==> src/rtl/m68k_bus_pkg.sv <==
// Shared types and constants for the 68000-to-word-memory bus bridge.
package m68k_bus_pkg;

    typedef enum logic [2:0] {
        ST_IDLE,
        ST_ACCESS,
        ST_WAIT_ACK,
        ST_DTACK,
        ST_DECERR,
        ST_BERR
    } bridge_state_t;

    localparam logic [1:0]  DS_IDLE          = 2'b11;
    localparam logic [15:0] OPEN_BUS_DATA    = 16'hFFFF;
    localparam int          MEM_WORDS_DEFAULT = 8192;

endpackage

==> src/rtl/m68k_sync.sv <==
// Flip-flop synchroniser for an active-low asynchronous CPU strobe; resets to the inactive level.
module m68k_sync #(
    parameter int SYNC_STAGES = 2
) (
    input  logic clk,
    input  logic reset,
    input  logic d,
    output logic q
);

    logic [SYNC_STAGES-1:0] chain_q;

    always_ff @(posedge clk or posedge reset) begin
        if (reset) begin
            chain_q <= '1;
        end else begin
            chain_q <= {chain_q[SYNC_STAGES-2:0], d};
        end
    end

    assign q = chain_q[SYNC_STAGES-1];

endmodule

==> src/rtl/m68k_bus_bridge.sv <==
// 68000 asynchronous bus to single-cycle synchronous word-memory bridge.
// Optional bus-error timeout enabled by defining BUS_TIMEOUT_EN.
//
// state    | meaning
// IDLE     | waiting for AS and a data strobe, re-armed once both DS seen high
// ACCESS   | one-cycle memory strobe
// WAIT_ACK | strobes idle, waiting for the memory ack, read data captured
// DTACK    | DTACK low until AS (or both DS) released
// DECERR   | address outside the decoded memory
// BERR     | bus error held until AS released (BUS_TIMEOUT_EN only)
module m68k_bus_bridge
    import m68k_bus_pkg::*;
#(
    parameter int MEM_WORDS      = MEM_WORDS_DEFAULT,
    parameter int SYNC_STAGES    = 2,
    parameter int TIMEOUT_CYCLES = 64
) (
    input  logic        clk,
    input  logic        reset,
    input  logic        cpu_as_n,
    input  logic        cpu_uds_n,
    input  logic        cpu_lds_n,
    input  logic        cpu_rw,
    input  logic [22:0] cpu_addr,
    input  logic [15:0] cpu_data_out,
    output logic [15:0] cpu_data_in,
    output logic        cpu_dtack_n,
    output logic        cpu_berr_n,
    output logic [23:0] mem_addr,
    output logic [1:0]  mem_ds,
    output logic        mem_rw,
    output logic [15:0] mem_data_write,
    input  logic [15:0] mem_data_read,
    input  logic        mem_ack
);

    if (SYNC_STAGES < 2) begin : g_bad_sync
        $error("m68k_bus_bridge: SYNC_STAGES must be at least 2");
    end
    if (TIMEOUT_CYCLES < 2) begin : g_bad_timeout
        $error("m68k_bus_bridge: TIMEOUT_CYCLES must be at least 2");
    end

    logic as_s, uds_s, lds_s;

    m68k_sync #(.SYNC_STAGES(SYNC_STAGES)) u_sync_as  (.clk(clk), .reset(reset), .d(cpu_as_n),  .q(as_s));
    m68k_sync #(.SYNC_STAGES(SYNC_STAGES)) u_sync_uds (.clk(clk), .reset(reset), .d(cpu_uds_n), .q(uds_s));
    m68k_sync #(.SYNC_STAGES(SYNC_STAGES)) u_sync_lds (.clk(clk), .reset(reset), .d(cpu_lds_n), .q(lds_s));

    bridge_state_t state_q, state_d;
    logic [23:0] addr_q;
    logic [15:0] wdata_q, rdata_q;
    logic [1:0]  ds_q;
    logic        rw_q;
    logic        armed_q;
    logic        start;
    logic        in_range;

    // A new access needs both data strobes seen high since the previous one (TAS keeps AS low).
    assign start    = (state_q == ST_IDLE) && !as_s && (!uds_s || !lds_s) && armed_q;
    assign in_range = {1'b0, cpu_addr} < 24'(MEM_WORDS);

`ifdef BUS_TIMEOUT_EN
    localparam int TW = $clog2(TIMEOUT_CYCLES + 1);
    logic [TW-1:0] tmo_q;

    always_ff @(posedge clk or posedge reset) begin
        if (reset) begin
            tmo_q <= '0;
        end else if (start) begin
            tmo_q <= TW'(TIMEOUT_CYCLES - 1);
        end else if (tmo_q != '0 && (state_q == ST_ACCESS || state_q == ST_WAIT_ACK)) begin
            tmo_q <= tmo_q - 1'b1;
        end
    end
`endif

    always_ff @(posedge clk or posedge reset) begin
        if (reset) begin
            state_q <= ST_IDLE;
        end else begin
            state_q <= state_d;
        end
    end

    always_comb begin
        state_d = state_q;
        unique case (state_q)
            ST_IDLE:     if (start) state_d = in_range ? ST_ACCESS : ST_DECERR;
            ST_ACCESS:   state_d = ST_WAIT_ACK;
            ST_WAIT_ACK: begin
                if (mem_ack) begin
                    state_d = as_s ? ST_IDLE : ST_DTACK;
                end
`ifdef BUS_TIMEOUT_EN
                else if (tmo_q == '0) begin
                    state_d = ST_BERR;
                end
`endif
            end
            ST_DTACK:    if (as_s || (uds_s && lds_s)) state_d = ST_IDLE;
`ifdef BUS_TIMEOUT_EN
            ST_DECERR:   state_d = ST_BERR;
`else
            ST_DECERR:   state_d = ST_DTACK;
`endif
            ST_BERR:     if (as_s) state_d = ST_IDLE;
            default:     state_d = ST_IDLE;
        endcase
    end

    always_ff @(posedge clk or posedge reset) begin
        if (reset) begin
            addr_q  <= '0;
            wdata_q <= '0;
            rdata_q <= '0;
            ds_q    <= DS_IDLE;
            rw_q    <= 1'b1;
            armed_q <= 1'b1;
        end else begin
            if (start) begin
                addr_q  <= {1'b0, cpu_addr};
                wdata_q <= cpu_data_out;
                ds_q    <= {uds_s, lds_s};
                rw_q    <= cpu_rw;
                armed_q <= 1'b0;
            end else if (uds_s && lds_s) begin
                armed_q <= 1'b1;
            end
            if (state_q == ST_WAIT_ACK && mem_ack && rw_q) begin
                rdata_q <= mem_data_read;
            end else if (state_q == ST_DECERR && rw_q) begin
                rdata_q <= OPEN_BUS_DATA;
            end
        end
    end

    always_comb begin
        mem_ds      = DS_IDLE;
        mem_rw      = 1'b1;
        cpu_dtack_n = 1'b1;
        if (state_q == ST_ACCESS) begin
            mem_ds = ds_q;
            mem_rw = rw_q;
        end
        if (state_q == ST_DTACK) begin
            cpu_dtack_n = 1'b0;
        end
    end

`ifdef BUS_TIMEOUT_EN
    assign cpu_berr_n = (state_q != ST_BERR);
`else
    assign cpu_berr_n = 1'b1;
`endif

    assign mem_addr       = addr_q;
    assign mem_data_write = wdata_q;
    assign cpu_data_in    = rdata_q;

endmodule

==> config.mk <==
export PLATFORM = sky130hd
export DESIGN_NAME = m68k_bus_bridge
export DESIGN_NICKNAME = d
export VERILOG_FILES = /design/src/rtl/m68k_bus_pkg.sv /design/src/rtl/m68k_sync.sv /design/src/rtl/m68k_bus_bridge.sv
export SDC_FILE = /design/constraint.sdc
export NUM_CORES = 1
export LEC_CHECK = 0
export ABC_AREA = 1
export CAP_MARGIN = 20
export CORE_MARGIN = 2
export CORE_UTILIZATION = 60
export DETAILED_ROUTE_END_ITERATION = 12
export DONT_BUFFER_PORTS = 1
export MAX_ROUTING_LAYER = met4
export PLACE_DENSITY_LB_ADDON = 0.05
export SYNTH_ARGS = -nofsm -noshare
export SYNTH_HDL_FRONTEND = slang
export SYNTH_SLANG_ARGS = --single-unit
==> constraint.sdc <==
create_clock -name clk -period 6.72 [get_ports clk]
set_clock_uncertainty 0.05 [all_clocks]
set_input_delay 1.344 -clock clk [delete_from_list [all_inputs] [get_ports clk]]
set_output_delay 1.344 -clock clk [all_outputs]
set_load 0.01 [all_outputs]
Word-level counts from Yosys, hierarchy flattened
Cells that the tools add are included.
- latch bits: 0
- bits in read-only memories: 0
- bits in writable memories: 0
- output and inout bits: 61
- input bits: 62
- memories: 0
- flip-flop bits (word level): 68
- magnitude comparators: 1
- equality and inequality tests: 9
- multiply operators: 0
- add/subtract/negate cells: 0
- bitwise logic cells: 0
- reductions and logical operators: 16
- multiplexer cells: 14
- shift operators: 0
- divide/modulo/power cells: 0
- operators by type and width (kind ; count):
    two-way mux 16 bit ; 2
    less-than comparator 23 x 14 -> 1 bit (second input constant) ; 1
    one-hot mux 3 bit (6 select lines) ; 1
    two-way mux 3 bit ; 5
    logical AND 1 bit ; 7
    equality test 3 x 2 -> 1 bit (second input constant) ; 2
    equality test 3 bit (second input constant) ; 2
    inequality test 2 bit (second input constant) ; 3
    two-way mux 1 bit ; 4
    two-way mux 2 bit ; 2
    AND reduction 4 bit ; 1
    nonzero test 2 bit ; 2
    equality test 3 x 1 -> 1 bit (second input constant) ; 1
    zero test 1 bit ; 3
    zero test 3 bit ; 1
    logical OR 1 bit ; 2
    inequality test 2 x 1 -> 1 bit (second input constant) ; 1

Longest topological paths before layout
- depth in word-level cells: 6
- depth in mapped cells: 8

Cells and area by module
A second synthesis with hierarchy kept.
- cells, all modules: 322
- area total of the unflattened synthesis: 2827.7 µm²
- modules (own cells, without submodules) (module ; area an instance (µm²) ; cells an instance ; times used):
    m68k_bus_bridge ; 2658.8 ; 313 ; 1
    m68k_sync ; 56.3 ; 3 ; 3

Least setup slack after synthesis
Ideal clock, no wire load.
- kind: register to output
- from: register state_q[0]
- to: output mem_ds[0]
- slack: 4334 ps
- data required time: 5326 ps
- data arrival time: 992 ps
- stages on the path, launching flop included: 5
- path through: dfrtp_1 inv_1 nor2_1 nand2_1 or2_2
- cells in the longest elaborated chain, start to end: 2
- ends and longest elaborated chain (item ; line ; text):
    from (decl) ; m68k_bus_bridge.sv:50 ; bridge_state_t state_q, state_d;
    from (signal assigned) ; m68k_bus_bridge.sv:82 ; state_q <= state_d;
    equality test 3 x 1 -> 1 bit ; m68k_bus_bridge.sv:142 ; if (state_q == ST_ACCESS) begin
    two-way mux 2 bit ; m68k_bus_bridge.sv:142 ;
    to (decl) ; m68k_bus_bridge.sv:30 ; output logic [1:0] mem_ds,
Every way passes these cells.

Worst setup path in the final report
Same ends and word-level chain as after synthesis.

==> metrics <==
Root Driver clkbuf_8; outcome finished, final reports clean; Leakage 0.00149 uW; ant diodes 0; CTS clk-pin slew, worst paths 0.07 ns; CP startpoint kind flip-flop; Critical Path End mem_ds[0]; setup violators final 0; Fin Setup TNS 0 ns; full die area 5170 sq um; worst-path fanout max 5; crit path launch state_q[0]$_DFFE_PP0P_; vias per cell 5.14; Max Cap Viol 0; worst flop-to-flop path startpoint state_q[0]$_DFFE_PP0P_; crit path capture type output port; layout cells sized above 1 0.126; Synth Instances 313; vias in the first global route 1,827; Worst Path Arrival 1.53 ns; DRC viols 0; clock period minus final worst setup slack 2.93 ns; initial antenna violation count 0; fillers 366; CTS tree built; Synth warnings 0; worst min-delay path class flip-flop to flip-flop; Post-Syn Area 2770 sq um; slew of the pin with the lowest slew margin 0.815 ns; library cells used by synthesis 22; Hold Vio Cnt, Final 0; clk buf depth 2; Logic pwr share 0.208; achievable clock frequency 342 MHz; syn_nets 375; H-tree depth 3; average cell area after synthesis 8.85 sq um; Starting DRT DRC Count 95; CTS Buf Count 9; kind of critical path flip-flop to output port; fin crit share 0.435; first drt pass iteration count 4; DR vias 1,903; fin util 0.672; Worst EP required 5.33 ns; largest net degree at the start of global routing 69; CORE AREA 4410 sq um; Overall Global Routing Usage 0.228; Post-CTS Setup Repair Bufs 0; commonest non-fill, non-tap cell in the layout nand2_1; post-DP HPWL 3660 um; Slew Limit Headroom 0.457; Yosys top cell area share 0.524; I/O pin count 123; clk_lat worst skew 0.33 ns; Synth area leaders dfrtp_1 (52%), nand2_1 (18%), dfstp_2 (9.5%); global route overflow 0; gpl congestion 0.867; Die W 71.9 um; nets@finish 375; Post-CTS Hold Buffers 0; Post-CTS Resized 0; Initial Util 0.627; Worst R2R Path Depth 7; PwrDens 483 nW/um^2; count of input and output buffers 0; Yosys top cell by area dfrtp_1; Clk pwr share 0.248; Flop pwr share 0.544; R2R Setup Slk 4.72 ns; sw frac 0.371; switching power 532 uW; first-pass GRT wire length 8380 um; Internal 902 uW; clock net sink count 68; register area share after synthesis 0.619; RSZ-0062 raised after global routing false; per-cell routed wire length 14.6 um; Worst R2R End mem_data_write[1]$_DFFE_PP0P_; Slew Viols, Final 0; most frequent cells in the layout nand2_1 (133), nor2_1 (59), dfrtp_1 (58); Std-Cell Rows 24; Area growth syn-to-layout 7.09%; Die Height 71.9 um; peak supply drop 0.227 mV; ANT nets after route 0; synthesized flop and latch total 68; DRT Wirelength 5400 um
## registers in the layout, summed over array words and instances, names as in the netlist
register            count
mem_addr               23
cpu_data_in            16
mem_data_write         16
state_q                 3
ds_q                    2
u_sync_as.chain_q       2
u_sync_lds.chain_q      2
u_sync_uds.chain_q      2
armed_q                 1
rw_q                    1
## worst min-delay path by stage
stage | start | endpoint | slack, ns | cells after the start
global placement | u_sync_uds.chain_q[0]$_DFF_PP1_ | u_sync_uds.chain_q[1]$_DFF_PP1_ | 0.30 | 0
CTS | u_sync_uds.chain_q[0]$_DFF_PP1_ | u_sync_uds.chain_q[1]$_DFF_PP1_ | 0.31 | 0
global route | u_sync_uds.chain_q[0]$_DFF_PP1_ | u_sync_uds.chain_q[1]$_DFF_PP1_ | 0.31 | 0
detailed placement | u_sync_uds.chain_q[0]$_DFF_PP1_ | u_sync_uds.chain_q[1]$_DFF_PP1_ | 0.30 | 0
finish | u_sync_uds.chain_q[0]$_DFF_PP1_ | u_sync_uds.chain_q[1]$_DFF_PP1_ | 0.31 | 0
floorplan | u_sync_as.chain_q[0]$_DFF_PP1_ | u_sync_as.chain_q[1]$_DFF_PP1_ | 0.30 | 0
## synth_stat cells
cell type / number
nand2_1: 133
nor2_1: 59
dfrtp_1: 58
inv_1: 11
dfstp_2: 10
o21ai_0: 6
a21oi_1: 5
buf_4: 5
buf_6: 4
buf_2: 3
inv_2: 3
nand3_1: 3
or2_2: 3
conb_1: 2
a21oi_2: 1
a31oi_1: 1
inv_4: 1
nand2_4: 1
nand3_4: 1
nand4_4: 1
nor2_4: 1
nor3_1: 1
## cell families (layout without fill, tap and decap cells)
logic type,after synthesis,in the layout,share of synthesized area
other cells,2,2,0.00271
buf+inv,27,32,0.0565
compound gates,13,13,0.0253
flops,68,68,0.619
simple gates,203,203,0.296
## metrics by stage
stage          cells  setup WS (ns)  instance area [sq um]  power, uW  hold WS [ns]
2_1_floorplan    313           3.63                   2770       1020         0.295
3_3_place_gp     354           4.27                   2740       1070         0.296
3_5_place_dp     354           4.23                   2740       1090         0.297
4_1_cts          370           3.81                   2970       1450         0.308
5_1_grt          370           3.74                   2970       1540         0.312
6_report         370           3.79                   2970       1430         0.306
## per-layer routing
metal | share of wire | wire, um | up-vias | track usage
met4 | 0.016 | 88 | 0 | 0.111
li1 | - | - | 938 | -
met1 | 0.42 | 2250 | 840 | 0.288
met3 | 0.10 | 551 | 12 | 0.0931
met5 | 0 | 0 | - | -
met2 | 0.46 | 2510 | 113 | 0.321
## layout make-up
class                      instances  area (sq um)  area share
sequential                        68          1710       0.578
clock buffer                      13           179      0.0603
tap                               52          65.1      0.0219
timing repair buffer               1          7.51     0.00253
inverter                          15          58.8      0.0198
multi-input combinational        218           898       0.303
clock inverter                     3          42.5      0.0143
## worst max-delay path: stages (launching register included)
cell	delay (ns)
dfrtp_1	0.45
inv_1	0.08
nor2_1	0.20
nand2_1	0.14
or2_2	0.33
## power groups by stage
stage               clock network, uW  registers (uW)  logic, uW
finish                            356             780        298
CTS                               365             782        304
floorplan                           0             749        271
global placement                    0             786        285
detailed placement                  0             784        304
global route                      382             803        352
(Power assumes the default switching activity.)
